File: src/rtl/niveles_pkg.sv
// Shared state encodings, default parameter values and the level-to-state
// classification used by niveles_multicanal and canal_nivel.
package niveles_pkg;

  typedef enum logic [1:0] {
    SANO    = 2'd0,
    ALERTA  = 2'd1,
    CRITICO = 2'd2,
    MUERTO  = 2'd3
  } estado_t;

  localparam int N_CANALES_DEF       = 4;
  localparam int ANCHO_NIVEL_DEF     = 2;
  localparam int PERIODO_DEF         = 65;
  localparam int UMBRAL_ALERTA_DEF   = 2;
  localparam int PERIODOS_MUERTE_DEF = 3;

  // An empty channel dominates a low channel; otherwise everyone is healthy.
  function automatic estado_t clasificar(input logic hay_cero, input logic hay_bajo);
    if (hay_cero)      return CRITICO;
    else if (hay_bajo) return ALERTA;
    else               return SANO;
  endfunction

endpackage

File: src/rtl/canal_nivel.sv
// One need channel: decay timer, saturating level and raise qualification.
// NIVELES_SUBE_FLANCO_EN selects edge-qualified raises; default is level-qualified.
module canal_nivel
  import niveles_pkg::*;
#(
  parameter int ANCHO_NIVEL   = ANCHO_NIVEL_DEF,
  parameter int NIVEL_INICIAL = 2**ANCHO_NIVEL - 1,
  parameter int PERIODO       = PERIODO_DEF
) (
  input  logic                   clk,
  input  logic                   B_reset,
  input  logic                   avanza,
  input  logic                   sube,
  output logic [ANCHO_NIVEL-1:0] nivel,
  output logic [ANCHO_NIVEL-1:0] nivel_sig
);

  localparam int                     ANCHO_TIMER = (PERIODO > 1) ? $clog2(PERIODO) : 1;
  localparam logic [ANCHO_TIMER-1:0] TIMER_FIN   = ANCHO_TIMER'(PERIODO - 1);
  localparam logic [ANCHO_NIVEL-1:0] NIVEL_MAX   = '1;
  localparam logic [ANCHO_NIVEL-1:0] NIVEL_RESET = ANCHO_NIVEL'(NIVEL_INICIAL);

  logic [ANCHO_TIMER-1:0] timer_q, timer_d;
  logic                   expira;
  logic                   sube_ok;

`ifdef NIVELES_SUBE_FLANCO_EN
  // Previous value resets to 1 so a request already high out of reset does not count.
  logic sube_prev;

  always_ff @(posedge clk) begin
    if (B_reset)     sube_prev <= 1'b1;
    else if (avanza) sube_prev <= sube;
  end

  assign sube_ok = avanza && sube && !sube_prev;
`else
  assign sube_ok = avanza && sube;
`endif

  assign expira = avanza && (timer_q == TIMER_FIN);

  // NOTE: every combinational output gets a default first so no latch is inferred.
  always_comb begin
    timer_d   = timer_q;
    nivel_sig = nivel;
    if (expira)      timer_d = '0;
    else if (avanza) timer_d = timer_q + 1'b1;

    // A simultaneous decay and raise cancel out.
    if (expira && !sube_ok) begin
      if (nivel != '0) nivel_sig = nivel - 1'b1;
    end else if (sube_ok && !expira) begin
      if (nivel != NIVEL_MAX) nivel_sig = nivel + 1'b1;
    end
  end

  // NOTE: sequential state uses non-blocking assignments only.
  always_ff @(posedge clk) begin
    if (B_reset) begin
      timer_q <= '0;
      nivel   <= NIVEL_RESET;
    end else begin
      timer_q <= timer_d;
      nivel   <= nivel_sig;
    end
  end

endmodule

File: src/rtl/niveles_multicanal.sv
// Multi-channel need levels with a shared health FSM and death counter.
// Optional build macro NIVELES_SUBE_FLANCO_EN makes raises edge-qualified.
module niveles_multicanal
  import niveles_pkg::*;
#(
  parameter int N_CANALES       = N_CANALES_DEF,
  parameter int ANCHO_NIVEL     = ANCHO_NIVEL_DEF,
  parameter int NIVEL_INICIAL   = 2**ANCHO_NIVEL - 1,
  parameter int PERIODO         = PERIODO_DEF,
  parameter int UMBRAL_ALERTA   = UMBRAL_ALERTA_DEF,
  parameter int PERIODOS_MUERTE = PERIODOS_MUERTE_DEF
) (
  input  logic                             clk,
  input  logic                             B_reset,
  input  logic                             activo,
  input  logic [N_CANALES-1:0]             sube,
  output logic [N_CANALES*ANCHO_NIVEL-1:0] niveles,
  output logic [1:0]                       estado,
  output logic                             alerta,
  output logic                             muerto
);

  localparam int                      LIMITE_MUERTE  = PERIODO * PERIODOS_MUERTE;
  localparam int                      ANCHO_MUERTE   = $clog2(LIMITE_MUERTE + 1);
  localparam logic [ANCHO_MUERTE-1:0] ULTIMO_CICLO   = ANCHO_MUERTE'(LIMITE_MUERTE - 1);
  localparam estado_t                 ESTADO_INICIAL =
    clasificar(NIVEL_INICIAL == 0, NIVEL_INICIAL < UMBRAL_ALERTA);

  estado_t                         estado_q, estado_d;
  logic [ANCHO_MUERTE-1:0]         cuenta_q, cuenta_d;
  logic                            alerta_q, alerta_d;
  logic                            muerto_q;
  logic [N_CANALES*ANCHO_NIVEL-1:0] niveles_sig;
  logic                            avanza;
  logic                            hay_cero, hay_bajo;

  // Death freezes everything exactly like a deasserted activo.
  assign avanza = activo && (estado_q != MUERTO);

  for (genvar i = 0; i < N_CANALES; i++) begin : g_canal
    canal_nivel #(
      .ANCHO_NIVEL  (ANCHO_NIVEL),
      .NIVEL_INICIAL(NIVEL_INICIAL),
      .PERIODO      (PERIODO)
    ) u_canal (
      .clk      (clk),
      .B_reset  (B_reset),
      .avanza   (avanza),
      .sube     (sube[i]),
      .nivel    (niveles[i*ANCHO_NIVEL +: ANCHO_NIVEL]),
      .nivel_sig(niveles_sig[i*ANCHO_NIVEL +: ANCHO_NIVEL])
    );
  end

  // Classification looks at next-cycle levels so state and levels move together.
  always_comb begin
    hay_cero = 1'b0;
    hay_bajo = 1'b0;
    for (int i = 0; i < N_CANALES; i++) begin
      if (niveles_sig[i*ANCHO_NIVEL +: ANCHO_NIVEL] == '0) hay_cero = 1'b1;
      if (int'(niveles_sig[i*ANCHO_NIVEL +: ANCHO_NIVEL]) < UMBRAL_ALERTA) hay_bajo = 1'b1;
    end
  end

  always_comb begin
    estado_d = estado_q;
    cuenta_d = cuenta_q;
    if (avanza) begin
      if (estado_q == CRITICO && cuenta_q == ULTIMO_CICLO) begin
        estado_d = MUERTO;
        cuenta_d = cuenta_q + 1'b1;
      end else begin
        estado_d = clasificar(hay_cero, hay_bajo);
        if (estado_q == CRITICO && estado_d == CRITICO) cuenta_d = cuenta_q + 1'b1;
        else                                            cuenta_d = '0;
      end
    end
    alerta_d = hay_bajo && (estado_d != MUERTO);
  end

  always_ff @(posedge clk) begin
    if (B_reset) begin
      estado_q <= ESTADO_INICIAL;
      cuenta_q <= '0;
      alerta_q <= (NIVEL_INICIAL < UMBRAL_ALERTA);
      muerto_q <= 1'b0;
    end else begin
      estado_q <= estado_d;
      cuenta_q <= cuenta_d;
      alerta_q <= alerta_d;
      muerto_q <= (estado_d == MUERTO);
    end
  end

  assign estado = estado_q;
  assign alerta = alerta_q;
  assign muerto = muerto_q;

endmodule

File: config.mk
export PLATFORM = sky130hd
export DESIGN_NAME = niveles_multicanal
export DESIGN_NICKNAME = d
export VERILOG_FILES = /design/src/rtl/niveles_pkg.sv /design/src/rtl/canal_nivel.sv /design/src/rtl/niveles_multicanal.sv
export SDC_FILE = /design/constraint.sdc
export NUM_CORES = 1
export LEC_CHECK = 0
export ABC_AREA = 1
export CAP_MARGIN = 20
export CORE_ASPECT_RATIO = 1.5
export CORE_MARGIN = 3
export CORE_UTILIZATION = 33
export DETAILED_ROUTE_END_ITERATION = 8
export GPL_ROUTABILITY_DRIVEN = 0
export PLACE_DENSITY_LB_ADDON = 0.05
export SLEW_MARGIN = 20
export SYNTH_ARGS = -nofsm -noshare
export SYNTH_HDL_FRONTEND = slang
export SYNTH_SLANG_ARGS = --single-unit
File: constraint.sdc
create_clock -name clk -period 2.2 [get_ports clk]
set_input_delay 0.66 -clock clk [delete_from_list [all_inputs] [get_ports clk]]
set_output_delay 0.66 -clock clk [all_outputs]
set_load 0.02 [all_outputs]
==> results.json <==
{
  "status": "finished clean",
  "timing.final.crit_share": 0.936,
  "grt_max_degree": 14,
  "synth_top_area_cell": "dfxtp_1",
  "synth.area.top_cells": "dfxtp_1, nand2_1, inv_1",
  "drc": 0,
  "crit_path_start_kind": "register",
  "reg2reg_slack_ns": 0.31,
  "wl_per_cell_um": 10.8,
  "finalPower_mw": 1.64,
  "antenna_found_initial": 0,
  "yosys-top-cells-count": "nand2_1, inv_1, dfxtp_1, nor2_1, nand3_1",
  "yosys.area_share.adder": 0.0495,
  "cpMaxStageDelayCell": "clkdlybuf4s50_1",
  "n_antenna_cell": 0,
  "min-delay-start": "g_canal[0].u_canal.timer_q[1]$_SDFFE_PP0N_",
  "num_rows": 38,
  "power_leakage_nw": 1.36,
  "pwr-share-comb": 0.103,
  "drive_gt1_frac": 0.148,
  "async_reset_ff_frac": 0,
  "switching_share": 0.245,
  "syn_nets": 368,
  "insertion_delay_ns": 0.30,
  "slew_headroom": 0.769,
  "die_w_um": 77.5,
  "vias": 2215,
  "grt_pass1_wl_um": 9850,
  "dieArea_mm2": 0.00877,
  "grt.overflow.total": 0,
  "hold_viol_final": 0,
  "cts_tree": "done",
  "hold_path_end": "g_canal[0].u_canal.timer_q[1]$_SDFFE_PP0N_",
  "ant_nets": 0,
  "synth_top_area_share": 0.380,
  "min_period_ns": 2.06,
  "htree_levels": 2,
  "holdPathStages": 2,
  "synth-seq-area-share": 0.380,
  "die-height_um": 113,
  "syn_inst": 351,
  "syn_area_per_cell_um2": 7.20,
  "crit_buf_inv": 1,
  "yosysMostFrequentCell": "nand2_1",
  "fin_setup_tns_ns": 0,
  "cts.sink_count": 48,
  "yosys_warnings": 0,
  "max_freq_mhz": 485,
  "worst-endpoint-required_ns": 1.54,
  "seqPwrFrac": 0.550,
  "initial_core_util": 0.345,
  "r2r_cells": 14,
  "final_util": 0.424,
  "min_path_type": "register to register",
  "crit_chain": "clkdlybuf4s50_1",
  "area_growth_pct": 22.8,
  "drv_cap": 0,
  "track_usage": 0.138,
  "numCtsBuffers": 5,
  "power_density_mw_per_mm2": 527,
  "detail_route.first_pass.iterations": 4,
  "synth_compound_gate_area_share": 0.0985,
  "synth_edf_count": 0,
  "cp-end-kind": "output port",
  "fin_worst_skew_ns": 0.00828,
  "synth_xor_xnor_area_share": 0.0312,
  "switching_power_uw": 402,
  "wl_um": 5390,
  "post_cts_buffers": 0,
  "synth_top_family_by_area": "simple AND/OR/NAND/NOR gates",
  "critical-path-top-delay-family": "buffers and inverters",
  "ys_types": 37,
  "cp_max_fo": 5,
  "fillerInstances": 778,
  "io_buffer_count": 18,
  "maxSlewViolCount": 0,
  "syn-cell-area_mm2": 0.00253,
  "path_clk_slew_ns": 0.09,
  "rsz0062_at_grt": "no",
  "r2r-end": "alerta$_SDFF_PP0_",
  "drt-initial-drc-count": 81,
  "ys_ff_latch": 48,
  "io_pins": 19,
  "internal-power_mw": 1.23,
  "fp.coreArea_mm2": 0.00732,
  "slowest_delay_ns": 0.65,
  "synth_simple_gate_area_frac": 0.342,
  "rr_startpoint": "g_canal[2].u_canal.timer_q[0]$_SDFFE_PP0N_",
  "grt_pass1_vias": 2229,
  "root_buffer": "clkbuf_8",
  "synthFlopType": "dfxtp_1",
  "ctsLongestPathBuffers": 2,
  "irDropWorstVdd_mv": 0.292,
  "finalNetCount": 415,
  "via_per_inst": 4.45,
  "setup_viol": 0,
  "p_clk_frac": 0.348,
  "crit_type": "register to output port",
  "post-dp-hpwl_um": 4180,
  "synthMuxAreaShare": 0,
  "tightest_slew_ns": 0.343,
  "path_depth": 1,
  "timing.hold.ws_ns": 0.481,
  "arrival_ns": 1.40
}
## through the flow
stage / setup slack, ns / area [um2] / instances
2_1_floorplan: 0.475 / 2530 / 351
3_3_place_gp: -0.254 / 3000 / 491
3_5_place_dp: -0.279 / 3000 / 491
4_1_cts: 0.0338 / 3100 / 498
5_1_grt: 0.0675 / 3100 / 498
6_report: 0.140 / 3100 / 498
## what timing repair did
item	CTS	global route
hold buffers	0	0
setup endpoints to repair	0	12
resized for setup	0	2
## power by group through the flow
| stage | clock (mW) | combinational, mW | sequential (mW) |
|---|---|---|---|
| after floorplan | 0 | 0.104 | 0.921 |
| after global placement | 0 | 0.169 | 0.920 |
| after detailed placement | 0 | 0.170 | 0.920 |
| after CTS | 0.602 | 0.171 | 0.900 |
| after global routing | 0.639 | 0.193 | 0.903 |
| final | 0.569 | 0.168 | 0.899 |
## layout by cell type (no fill, tap or decap), types with 2 or more instances in the layout
master and instances:
nor4_1 2, o21ai_1 3, inv_2 2, ha_1 10
nand2_1 76, buf_4 27, nor2_1 43, nand3_2 3
xnor2_1 3, a21oi_2 2, nor3b_1 5, xor2_1 6
nand3_1 18, clkbuf_8 7, clkdlybuf4s50_1 17, nor3_1 8
o21ai_0 13, nand2_2 3, a21oi_1 17, nand4_1 10
nor2_2 4, inv_1 53, dfxtp_1 48, nor3_2 3
or2_2 2
## area by class of cell
type / count / area (um2) / area share
Tap cell: 100 / 125 / 0.0403
Timing Repair Buffer: 46 / 397 / 0.128
Clock buffer: 7 / 96.3 / 0.0310
Sequential cell: 48 / 961 / 0.310
Inverter: 55 / 206 / 0.0665
Multi-Input combinational cell: 242 / 1320 / 0.425
## worst max-delay path by stage
stage / start / endpoint / slack (ns)
after floorplan: activo / alerta$_SDFF_PP0_ / 0.48
after global placement: activo / alerta$_SDFF_PP0_ / -0.25
after detailed placement: activo / muerto$_SDFF_PP0_ / -0.28
after CTS: activo / muerto$_SDFF_PP0_ / 0.03
after global routing: estado[0]$_SDFF_PP0_ / estado[0] / 0.07
final: estado[0]$_SDFF_PP0_ / estado[0] / 0.14
## cell families (layout without fill, tap and decap cells)
logic type / count (synthesis) / count (layout)
DFF: 48 / 48
adders and majority gates: 10 / 10
and+or+nand+nor: 182 / 182
AOI/OAI and AO/OA: 41 / 41
buffers and inverters: 61 / 108
xor gates and xnor gates: 9 / 9
## registers in the layout, summed over array words and instances (netlist names)
signal and flops:
alerta 1, cuenta_q 8, estado 2, g_canal.u_canal.nivel 8
g_canal.u_canal.timer_q 28, muerto 1
## routing by layer
metal  track usage  routed length (um)  up-vias  part of all wire
li1              -                   -     1211                 -
met5             0                   0        -                 0
met1         0.176                2600      965              0.48
met2         0.226                2470       29              0.46
met3        0.0311                 206       10             0.038
met4        0.0534                 106        0             0.020
(Power assumes the default switching activity.)
